**config.mk**
```make
export PLATFORM = sky130hd
export DESIGN_NAME = spart_rx_core_flat
export DESIGN_NICKNAME = d
export VERILOG_FILES = /design/src/rtl/spart_rx_core_if.sv /design/src/rtl/spart_rx_core.sv /design/src/flat_wrapper.sv
export SDC_FILE = /design/constraint.sdc
export NUM_CORES = 1
export LEC_CHECK = 0
export CAP_MARGIN = 5
export CORE_ASPECT_RATIO = 1.1
export CORE_UTILIZATION = 45
export DETAILED_ROUTE_END_ITERATION = 8
export PLACE_DENSITY = 0.65
export SYNTH_ARGS = -nofsm -noshare
export SYNTH_HDL_FRONTEND = slang
export SYNTH_SLANG_ARGS = --single-unit
```
**constraint.sdc**
```tcl
create_clock -name clk -period 4.7 [get_ports clk]
set_input_delay 0.47 -clock clk [delete_from_list [all_inputs] [get_ports clk]]
set_output_delay 0.47 -clock clk [all_outputs]
set_load 0.05 [all_outputs]
```
**src/rtl/spart_rx_core_if.sv**
```systemverilog
// rtl/spart_rx_core_if.sv - processor-side register bus of the SPART receive core
interface spart_rx_core_if;
    logic       IOCS;
    logic       IORW;
    logic [1:0] IOADDR;
    logic       baud_load;
    logic [7:0] baud_gen;
    logic [7:0] rec_buff;
    logic       RDA;

    modport master (
        output IOCS, IORW, IOADDR, baud_load, baud_gen,
        input  rec_buff, RDA
    );

    modport slave (
        input  IOCS, IORW, IOADDR, baud_load, baud_gen,
        output rec_buff, RDA
    );
endinterface

```
**src/rtl/spart_rx_core.sv**
```systemverilog
// rtl/spart_rx_core.sv - SPART baud-rate generator and 8N1 UART receiver
module spart_rx_core #(
    parameter logic [15:0] RESET_DIVISOR = 16'd650,
    parameter int          DATA_BITS     = 8
) (
    input  logic               clk,
    input  logic               rst,
    input  logic               RxD,
    output logic               rxEnable,
    output logic               txEnable,
    spart_rx_core_if.slave     bus
);

    localparam logic [1:0] ST_IDLE  = 2'd0;
    localparam logic [1:0] ST_START = 2'd1;
    localparam logic [1:0] ST_DATA  = 2'd2;
    localparam logic [1:0] ST_STOP  = 2'd3;

    localparam logic [2:0] LAST_BIT = 3'(DATA_BITS - 1);

    logic [15:0] divisor;
    logic [15:0] down_cnt;
    logic [3:0]  os_cnt;

    logic        rxd_meta;
    logic        rxd_sync;
    logic [1:0]  state;
    logic [3:0]  tick;
    logic [2:0]  bit_idx;
    logic [7:0]  shift_reg;
    logic [7:0]  rec_q;
    logic        rda_q;
    logic        rd_clr;

    assign bus.rec_buff = rec_q;
    assign bus.RDA      = rda_q;
    assign rd_clr       = bus.IOCS && bus.IORW && (bus.IOADDR == 2'b00);

    // A divisor write restarts the count from the new full value so the
    // next tick reflects the new rate without waiting out the old period.
    always_ff @(posedge clk or posedge rst) begin
        if (rst) begin
            divisor  <= RESET_DIVISOR;
            down_cnt <= RESET_DIVISOR;
            os_cnt   <= 4'd0;
            rxEnable <= 1'b0;
            txEnable <= 1'b0;
        end else begin
            rxEnable <= 1'b0;
            txEnable <= 1'b0;
            if (bus.baud_load && bus.IOADDR == 2'b10) begin
                divisor[7:0] <= bus.baud_gen;
                down_cnt     <= {divisor[15:8], bus.baud_gen};
            end else if (bus.baud_load && bus.IOADDR == 2'b11) begin
                divisor[15:8] <= bus.baud_gen;
                down_cnt      <= {bus.baud_gen, divisor[7:0]};
            end else if (down_cnt == 16'd0) begin
                rxEnable <= 1'b1;
                down_cnt <= divisor;
                os_cnt   <= os_cnt + 4'd1;
                if (os_cnt == 4'd15) begin
                    txEnable <= 1'b1;
                end
            end else begin
                down_cnt <= down_cnt - 16'd1;
            end
        end
    end

    always_ff @(posedge clk or posedge rst) begin
        if (rst) begin
            rxd_meta  <= 1'b1;
            rxd_sync  <= 1'b1;
            state     <= ST_IDLE;
            tick      <= 4'd0;
            bit_idx   <= 3'd0;
            shift_reg <= 8'h00;
            rec_q     <= 8'h00;
            rda_q     <= 1'b0;
        end else begin
            rxd_meta <= RxD;
            rxd_sync <= rxd_meta;
            if (rd_clr) begin
                rda_q <= 1'b0;
            end
            // Completion below is written after the clear so a byte landing
            // on the same cycle as a read leaves RDA set.
            if (rxEnable) begin
                case (state)
                    ST_IDLE: begin
                        if (!rxd_sync) begin
                            state <= ST_START;
                            tick  <= 4'd0;
                        end
                    end
                    ST_START: begin
                        if (tick == 4'd7) begin
                            if (!rxd_sync) begin
                                state   <= ST_DATA;
                                tick    <= 4'd0;
                                bit_idx <= 3'd0;
                            end else begin
                                state <= ST_IDLE;
                            end
                        end else begin
                            tick <= tick + 4'd1;
                        end
                    end
                    ST_DATA: begin
                        if (tick == 4'd15) begin
                            shift_reg <= {rxd_sync, shift_reg[7:1]};
                            tick      <= 4'd0;
                            bit_idx   <= bit_idx + 3'd1;
                            if (bit_idx == LAST_BIT) begin
                                state <= ST_STOP;
                            end
                        end else begin
                            tick <= tick + 4'd1;
                        end
                    end
                    default: begin
                        if (tick == 4'd15) begin
                            if (rxd_sync) begin
                                rec_q <= shift_reg;
                                rda_q <= 1'b1;
                            end
                            state <= ST_IDLE;
                            tick  <= 4'd0;
                        end else begin
                            tick <= tick + 4'd1;
                        end
                    end
                endcase
            end
        end
    end

endmodule

```
**src/flat_wrapper.sv**
```systemverilog
// flat-port wrapper written by rule: the top's interface ports become plain ports
module spart_rx_core_flat 
#(
    parameter logic [15:0] RESET_DIVISOR = 16'd650,
    parameter int          DATA_BITS     = 8
)
  (clk, rst, RxD, rxEnable, txEnable, bus_IOCS, bus_IORW, bus_IOADDR, bus_baud_load, bus_baud_gen, bus_rec_buff, bus_RDA);
  spart_rx_core_if bus_i ();
  input  logic clk;
  input  logic rst;
  input  logic RxD;
  output logic rxEnable;
  output logic txEnable;
  input wire logic [$bits(bus_i.IOCS)-1:0] bus_IOCS;
  input wire logic [$bits(bus_i.IORW)-1:0] bus_IORW;
  input wire logic [$bits(bus_i.IOADDR)-1:0] bus_IOADDR;
  input wire logic [$bits(bus_i.baud_load)-1:0] bus_baud_load;
  input wire logic [$bits(bus_i.baud_gen)-1:0] bus_baud_gen;
  output wire logic [$bits(bus_i.rec_buff)-1:0] bus_rec_buff;
  output wire logic [$bits(bus_i.RDA)-1:0] bus_RDA;
  assign bus_i.IOCS = bus_IOCS;
  assign bus_i.IORW = bus_IORW;
  assign bus_i.IOADDR = bus_IOADDR;
  assign bus_i.baud_load = bus_baud_load;
  assign bus_i.baud_gen = bus_baud_gen;
  assign bus_rec_buff = bus_i.rec_buff;
  assign bus_RDA = bus_i.RDA;
  spart_rx_core #(.RESET_DIVISOR(RESET_DIVISOR), .DATA_BITS(DATA_BITS)) u_core (.clk(clk), .rst(rst), .RxD(RxD), .rxEnable(rxEnable), .txEnable(txEnable), .bus(bus_i));
endmodule
```
; Yosys cells after proc, flatten, opt, wreduce, memory -nomap -nowiden
; Cells that the tools add are included.
[word_totals]
regBits = 66
inputBits = 16
word_cells = 80
[op_classes]
n_addsub = 4
eq_ne = 13
mux = 30
bitwise = 3
n_reduce_logical = 16
[ops]
columns = operator, count
row1 = $mux W16, 3
row2 = $logic_not A16 Y1, 1
row3 = $sub A16 B1 Y16 const B, 1
row4 = $mux W1, 12
row5 = $mux W2, 6
row6 = $mux W4, 3
row7 = $mux W3, 3
row8 = $add A4 B1 Y4 const B, 2
row9 = $eq A4 B4 Y1 const B, 2
row10 = $pmux W4 S2, 1
row11 = $eq A2 B2 Y1 const B, 3
row12 = $ne A2 B1 Y1 const B, 3
row13 = $pmux W2 S3, 1
row14 = $pmux W3 S2, 1
row15 = $reduce_and A3 Y1, 2
row16 = $reduce_and A6 Y1, 1
row17 = $reduce_and A5 Y1, 1
row18 = $eq A4 B3 Y1 const B, 1
row19 = $logic_and A1 B1 Y1, 4
row20 = $logic_not A2 Y1, 2
row21 = $ne A2 B2 Y1 const B, 2
row22 = $reduce_and A4 Y1, 1
row23 = $add A3 B1 Y3 const B, 1
row24 = $eq A3 B3 Y1 const B, 1
row25 = 6 further kinds, 8

; Logic depth before layout (Yosys ltp)
; Gate-level depths: netlist of run 1.
[logic_depth]
depth_word = 7
mapped_depth = 8

; Worst setup path after synthesis of run 1
; OpenSTA, ideal clock, no wires.
[synth_path]
kind = register to register
start = reg u_core.rxEnable
end = reg u_core.rec_q[0] (netlist: u_core.bus.rec_buff[0])
setup_ns = 0.125
t_arrival_ns = 1.784
required_ns = 4.575
path_slack_ns = 2.791
stages_incl_launch_ff = 6
cell_sequence = dfrtp_1 > and3_1 > and3_1 > and3_1 > buf_2 > mux2_2
[synth_between]
elab_chain_cells = 1
[synth_lines]
columns = item, line_no
row1 = "start, declared", spart_rx_core.sv:9  ; output logic rxEnable,
row2 = "start signal, assigned", spart_rx_core.sv:46  ; rxEnable <= 1'b0;
row3 = "start signal, assigned", spart_rx_core.sv:49  ; rxEnable <= 1'b0;
row4 = "start signal, assigned", spart_rx_core.sv:58  ; rxEnable <= 1'b1;
row5 = $reduce_and A4 Y1 (no line), --
row6 = "end signal, assigned", spart_rx_core.sv:124  ; rec_q <= shift_reg;
row7 = "end, declared", spart_rx_core.sv:31  ; logic [7:0] rec_q;
; Every way passes these cells.
; A chain may end at the register's enable or synchronous reset.

; Final worst setup path of run 1
[layout_path]
start = reg u_core.down_cnt[0]
end = reg u_core.down_cnt[14]
[layout_between]
elab_chain_cells = 4
word_cells_on_any_way = 5
cone_classes = add/sub: 1 / mux: 3 / reduce/logical: 1
[layout_lines]
columns = item, line_no
row1 = "start, declared", spart_rx_core.sv:22  ; logic [15:0] down_cnt;
row2 = "start signal, assigned", spart_rx_core.sv:53  ; down_cnt <= {divisor[15:8], bus.baud_gen};
row3 = "start signal, assigned", spart_rx_core.sv:56  ; down_cnt <= {bus.baud_gen, divisor[7:0]};
row4 = "start signal, assigned", spart_rx_core.sv:59  ; down_cnt <= divisor;
row5 = $sub A16 B1 Y16 / $logic_not A16 Y1 (equally long branches), "spart_rx_core.sv:65, spart_rx_core.sv:57"
row6 = $mux W16 *, spart_rx_core.sv:57  ; end else if (down_cnt == 16'd0) begin
row7 = $mux W16 *, spart_rx_core.sv:54  ; end else if (bus.baud_load && bus.IOADDR == 2'b11) begin
row8 = $mux W16 *, spart_rx_core.sv:51  ; if (bus.baud_load && bus.IOADDR == 2'b10) begin
; Mark *: on every way between the ends. The rest lies on a longest branch, timed or not.

==> metrics, run 1 <==
Hold Path Sink=u_core.rxd_sync$_DFF_PP1_; Max Fanout on Critical Path=6; placed cell count=385; ANT cells=0; # rows=31; core area=6630 um^2; R2R setup slack=2470 ps; Syn Nets=308; worst ir drop on vdd=0.313 mV; RSZ-0062 raised after global routing=false; post-synthesis sequential area ratio=53.2%; storage element area=1660 um^2; routed vias/inst=5.49; Main synth FF type=dfrtp_1; DRC violations left=0; pin count of the biggest net entering global routing=42; Largest regs=u_core.divisor x16, u_core.down_cnt x16; number of global-route vias before repair=2139; Avg WL per Cell=14.8 um; hold wc startpoint=u_core.rxd_meta$_DFF_PP1_; Starting Density=47.1%; Post-synth EDFFs=0; Synth area leaders=dfrtp_1 45%, mux2_2 9.0%, dfstp_2 8.4%; H-tree lvl count=3; worst hold path class=reg -> reg; R2R Path Start=u_core.down_cnt[0]$_DFF_PP0_; Worst EP required=4940 ps; crit start category=flop; WHS Path Cells=0; Syn Inst Count=286; initial antenna violation count=0; synthesized area=3130 um^2; Final period util=47.5%; CTS Root Cell=clkbuf_8; Yosys cell types=49; Buffers on Ports=26; Tightest Pin Transition=833 ps; Leakage=1.65 nW; #FFs+latches synth=66; Multi-input gate area=1370 um^2; area share of the largest cell type after synthesis=44.8%; worst clock skew=10.5 ps; area leader, netlist=dfrtp_1; Filler cells=570; global route overflow=0; Syn. warnings=0; CTS tree=built; fin cells=401; Final setup viols=0; Die ar.=7290 um^2; nets@finish=336; IO Count=27; iteration-0 DRC count of the detailed router=109; type of the worst setup path=reg -> reg; Final Hold Viols=0; Max Clock Freq=0.448 GHz; worst rel slew slack=44.4%; hold_ws=362 ps; fraction of layout cells with a size suffix above 1=20.4%; Post-CTS Setup Bufs=0; crit path time final=2230 ps; Antenna Nets Post-Route=0; first-pass GRT wire length=10100 um; Clock Latency Late Sink=350 ps; CTS Buffer Depth=2; worst reg-to-reg path cell count=7; Final Max Slew Viols=0; setup ws final=2470 ps; Max Cap Viol=0; pre-CTS setup slack=2350 ps; CP arrival=2470 ps; Num CTS Buffers=9; die height=89.4 um; Power Density=409 nW/um^2; final WL=5920 um; Critical R2R Capture=u_core.down_cnt[14]$_DFF_PP0_; CTS clk-pin slew, worst paths=70 ps; Setup crit end kind=flop; CTS sink count=66; Syn Area/Cell=10.9 um^2; status=finished, final reports clean; Total GRT Usage=18.8%; first-pass iteration count of the detailed router=4; hold_buf cts=0; GP Congestion=0.809; post-CTS resize count=0; Area Overhead vs Synth=17.8%; Post-Route Setup TNS=0 ps; post-synthesis async set-or-reset flop share=100%; vias post-DR=2203; overall die width=81.5 um; post-DP HPWL=4140 um
-- critical path, cell delays in order, from the launching register on --
cell and delay (ps):
dfrtp_1 420, inv_1 100, ha_1 170, nor3b_2 340, nand2_1 250, a2111oi_0 470
nor3_1 80, nor4_1 280
-- routing by layer --
layer / wire length (um) / vias to the layer above / share of wire [%] / track usage (%)
li1: - / 1072 / - / -
met2: 2750 / 55 / 46 / 28.9
met5: 0 / - / 0 / 0
met1: 2760 / 1061 / 47 / 24.3
met3: 259 / 15 / 4.4 / 4.08
met4: 146 / 0 / 2.5 / 11.2
-- kinds of logic (layout without fill, tap and decap cells) --
kind of cell / count (synthesis) / in the layout / synth area share, %
adders and majority gates: 6 / 6 / 2.40
xor gates and xnor gates: 13 / 13 / 3.64
DFF: 66 / 66 / 53.2
muxes: 26 / 26 / 9.32
buffers and inverters: 19 / 52 / 2.88
AOI/OAI and AO/OA: 46 / 46 / 10.2
and+or+nand+nor: 110 / 110 / 18.3
-- cell usage after synthesis (5+ instances only) --
master	count
dfrtp_1	56
nand2_1	47
mux2_2	25
nor2_1	16
o21ai_0	13
dfstp_2	10
inv_1	9
nand3_1	9
xnor2_1	9
a21oi_1	7
nor3_1	7
and3_1	6
ha_1	6
a22o_1	5
clkbuf_1	5
nor4_1	5
-- layout by cell type, fill, tap and decap left out, drive strengths merged, types with 2 or more instances in the layout --
cell           synthesis  layout
inv                    9       9
o21ai                 13      13
o32ai                  2       2
nor2                  16      16
or2                    2       2
o22ai                  3       3
nand2b                 2       2
a211oi                 2       2
dfrtp                 56      56
a32o                   2       2
clkinv                 0       4
dfstp                 10      10
mux2                  25      25
nand2                 48      48
nor4                   7       7
bufinv                 0       3
nor2b                  3       3
clkbuf                 5       9
nor3                   7       7
ha                     6       6
a31oi                  2       2
clkdlybuf4s50          0      26
xor2                   4       4
o211ai                 2       2
nand3                  9       9
and3                   6       6
and4                   2       2
a21oi                  7       7
a22o                   5       5
or4                    2       2
xnor2                  9       9
-- per-stage QoR --
step	total power (W)	utilization (%)	instance area (um^2)
after CTS	0.00152	55.5	3680
after global placement	0.000935	51.9	3440
after global routing	0.00159	55.5	3680
after detailed placement	0.000940	51.9	3440
final	0.00151	55.5	3680
after floorplan	0.000881	-	3130
-- final cells by class --
type | count | area share, %
Sequential cell | 66 | 45.2
Multi-Input combinational cell | 201 | 37.3
Timing Repair Buffer | 27 | 7.27
Clock buffer | 9 | 3.36
Clock inverter | 7 | 3.19
Tap cell | 82 | 2.79
Inverter | 9 | 0.917
-- worst max-delay path by stage --
stage	from	endpoint	slack (ps)	cells after the start
finish	u_core.down_cnt[0]$_DFF_PP0_	u_core.down_cnt[14]$_DFF_PP0_	2470	7
CTS	u_core.down_cnt[0]$_DFF_PP0_	u_core.down_cnt[14]$_DFF_PP0_	2490	7
global route	u_core.down_cnt[0]$_DFF_PP0_	u_core.down_cnt[14]$_DFF_PP0_	2190	7
floorplan	rst	u_core.bit_idx[0]$_DFFE_PP0P_	2590	1
detailed placement	bus_baud_load	u_core.down_cnt[9]$_DFF_PP1_	2350	6
global placement	bus_baud_load	u_core.down_cnt[9]$_DFF_PP1_	2400	6
-- power by group --
group          total (W)  switching (W)  internal, W
registers       0.000721      0.0000716     0.000650
clock network   0.000576       0.000224     0.000352
logic           0.000209       0.000103     0.000106
(Power assumes the default switching activity.)
==> inputs of run 2 (changes only) <==
--- a/config.mk
+++ b/config.mk
@@ -9,7 +9,7 @@
 export CORE_ASPECT_RATIO = 1.1
 export CORE_UTILIZATION = 45
 export DETAILED_ROUTE_END_ITERATION = 8
-export PLACE_DENSITY = 0.65
+export PLACE_DENSITY = 0.67
 export SYNTH_ARGS = -nofsm -noshare
 export SYNTH_HDL_FRONTEND = slang
 export SYNTH_SLANG_ARGS = --single-unit
==> constraint.sdc (replaced) <==
create_clock -name clk -period 1.8 [get_ports clk]
set_input_delay 0.18 -clock clk [delete_from_list [all_inputs] [get_ports clk]]
set_output_delay 0.18 -clock clk [all_outputs]
set_load 0.05 [all_outputs]
==> run 2 against run 1 <==
Net effect:
- the flow now finishes with violations (negative setup slack)
- register-to-register slack got worse by 2500 ps
- worst hold slack got worse by 130 ps
- clock-buffer cell count increased by 1
- final cell count increased by 10%
- via count increased by 8.9%
- critical path type unchanged
- highest routed layer unchanged
==> metrics, run 2 (same netlist as run 1, synthesis figures left out) <==
failing checks=negative setup slack; first-pass GRT wire length=10900 um; nets@finish=376; Max Clock Freq=0.540 GHz; grt met1 use=25.3%; core area=6630 um^2; sequential share of power=41.8%; final core utilization=63.6%; Leakage=1.89 nW; Clk pwr share=38.1%; Total GRT Usage=20.7%; Int Power=0.00327 W; design area=4220 um^2; max incr delay on CP=390 ps; Hold Path Sink=u_core.rxd_meta$_DFF_PP1_; WHS Path Cells=1; Antenna Nets Post-Route=0; crit start category=flop; Final period util=103%; Power Density=1060 nW/um^2; post-DP HPWL=4420 um; overall die width=81.5 um; routed vias/inst=5.44; global route overflow=0; Max Fanout on Critical Path=5; hold wc startpoint=RxD; fraction of layout cells with a size suffix above 1=34.0%; worst rel slew slack=66.6%; Comb pwr share=20.1%; Largest regs=u_core.divisor x16, u_core.down_cnt x16; final WL=6680 um; IO Count=27; CTS sink count=66; worst clock skew=8.06 ps; Max Cap Viol=0; # rows=31; Final setup viols=4; Tightest Pin Transition=500 ps; die height=89.4 um; CP delay by family, top=simple AND/OR/NAND/NOR gates; sw frac=26.7%; Die ar.=7290 um^2; CTS clk-pin slew, worst paths=80 ps; commonest cells after routing, fill and taps aside=56 x dfrtp_1, 45 x nand2_1, 34 x buf_4; worst hold path class=in -> reg; CP Cell Sequence=inv_2 -> ha_4 -> nor4b_4 -> nand2_2 -> buf_6 -> nor4_4 -> buf_4 -> mux2_4; met3 usage=5.51%; initial antenna violation count=0; Worst EP required=2040 ps; Num CTS Buffers=9; number of global-route vias before repair=2389; R2R setup slack=-50 ps; Avg WL per Cell=15.1 um; switching power=0.00119 W; setup ws final=-52.4 ps; hold_buf cts=0; status=complete, but fails checks; CTS tree=built; Final Max Slew Viols=0; CTS Root Cell=clkbuf_8; placed cell areas=3750 um^2; first-pass iteration count of the detailed router=4; H-tree lvl count=3; RSZ-0062 raised after global routing=true; GP Congestion=0.838; Area Overhead vs Synth=34.8%; Clock Latency Late Sink=350 ps; Slowest cell on crit path=dfrtp_1; CP arrival=2090 ps; DRC violations left=0; GR peak layer=met2; Critical R2R Capture=u_core.os_cnt[1]$_DFFE_PP0P_; Buffers on Ports=26; commonest non-fill, non-tap cell in the layout=dfrtp_1; CTS Buffer Depth=2; ANT cells=0; type of the worst setup path=reg -> reg; R2R Path Start=u_core.down_cnt[0]$_DFF_PP0_; worst ir drop on vdd=0.607 mV; pin count of the biggest net entering global routing=67; crit path time final=1850 ps; Final Hold Viols=0; vias post-DR=2398; Setup crit end kind=flop; met2 Resource Use GR=33.7%; Buf+Inv Stages, Crit Path=3; worst reg-to-reg path cell count=8; iteration-0 DRC count of the detailed router=182; Starting Density=47.1%
run 2: worst max-delay path by stage:
stage / endpoint / cells past startpoint / slack, ps / startpoint
finish: u_core.os_cnt[1]$_DFFE_PP0P_ / 8 / -50 / u_core.down_cnt[0]$_DFF_PP0_
detailed placement: u_core.down_cnt[7]$_DFF_PP1_ / 7 / -170 / u_core.down_cnt[1]$_DFF_PP1_
CTS: u_core.down_cnt[14]$_DFF_PP0_ / 8 / -50 / u_core.down_cnt[0]$_DFF_PP0_
global placement: u_core.down_cnt[7]$_DFF_PP1_ / 7 / -160 / u_core.down_cnt[1]$_DFF_PP1_
global route: u_core.os_cnt[3]$_DFFE_PP0P_ / 9 / -150 / u_core.down_cnt[0]$_DFF_PP0_
floorplan: u_core.bus.rec_buff[0]$_DFFE_PP0P_ / 5 / -110 / u_core.rxEnable$_DFF_PP0_
run 2: layout make-up:
type	instances	area [um^2]
Clock buffer	10	138
Tap cell	82	103
Timing Repair Buffer	67	622
Clock inverter	6	138
Multi-Input combinational cell	201	1510
Fill cell	515	2420
Inverter	9	37.5
Sequential cell	66	1660
run 2: routing by layer:
layer  up-vias  part of all wire, %
met3        17                  3.9
met1      1179                   45
met4         0                  2.2
li1       1150                    -
met2        52                   49
met5         -                    0
run 2: metrics by stage:
step | hold slack [ps] | std cells | total power (W) | TNS [ps] | setup WS (ps)
2_1_floorplan | 184 | 286 | 0.00234 | -898 | -109
3_3_place_gp | 350 | 416 | 0.00263 | -1340 | -160
3_5_place_dp | 353 | 416 | 0.00265 | -2070 | -166
4_1_cts | 221 | 441 | 0.00444 | -97.6 | -53.9
5_1_grt | 227 | 441 | 0.00466 | -953 | -151
6_report | 232 | 441 | 0.00447 | -112 | -52.4
run 2: worst register-to-register path, stage by stage, from the launching register on:
cell and delay [ps]:
dfrtp_1 390, inv_2 100, ha_4 130, nor4b_4 240, nand2_2 120, buf_6 140, nor4_4 150, buf_4 180
mux2_4 290
run 2: power groups by stage:
stage | sequential (W) | clock (W) | combinational, W
3_3_place_gp | 0.00187 | 0 | 0.000755
6_report | 0.00187 | 0.00170 | 0.000897
2_1_floorplan | 0.00188 | 0 | 0.000465
3_5_place_dp | 0.00188 | 0 | 0.000770
4_1_cts | 0.00186 | 0.00172 | 0.000853
5_1_grt | 0.00188 | 0.00179 | 0.000981
run 2: timing repair:
action / in CTS / in global routing
setup endpoints to repair: 25 / 26
gates resized for setup: 16 / 10
endpoints found under the hold margin: 0 / 0
buffers inserted: 9 / 2
pin swaps: 11 / 4
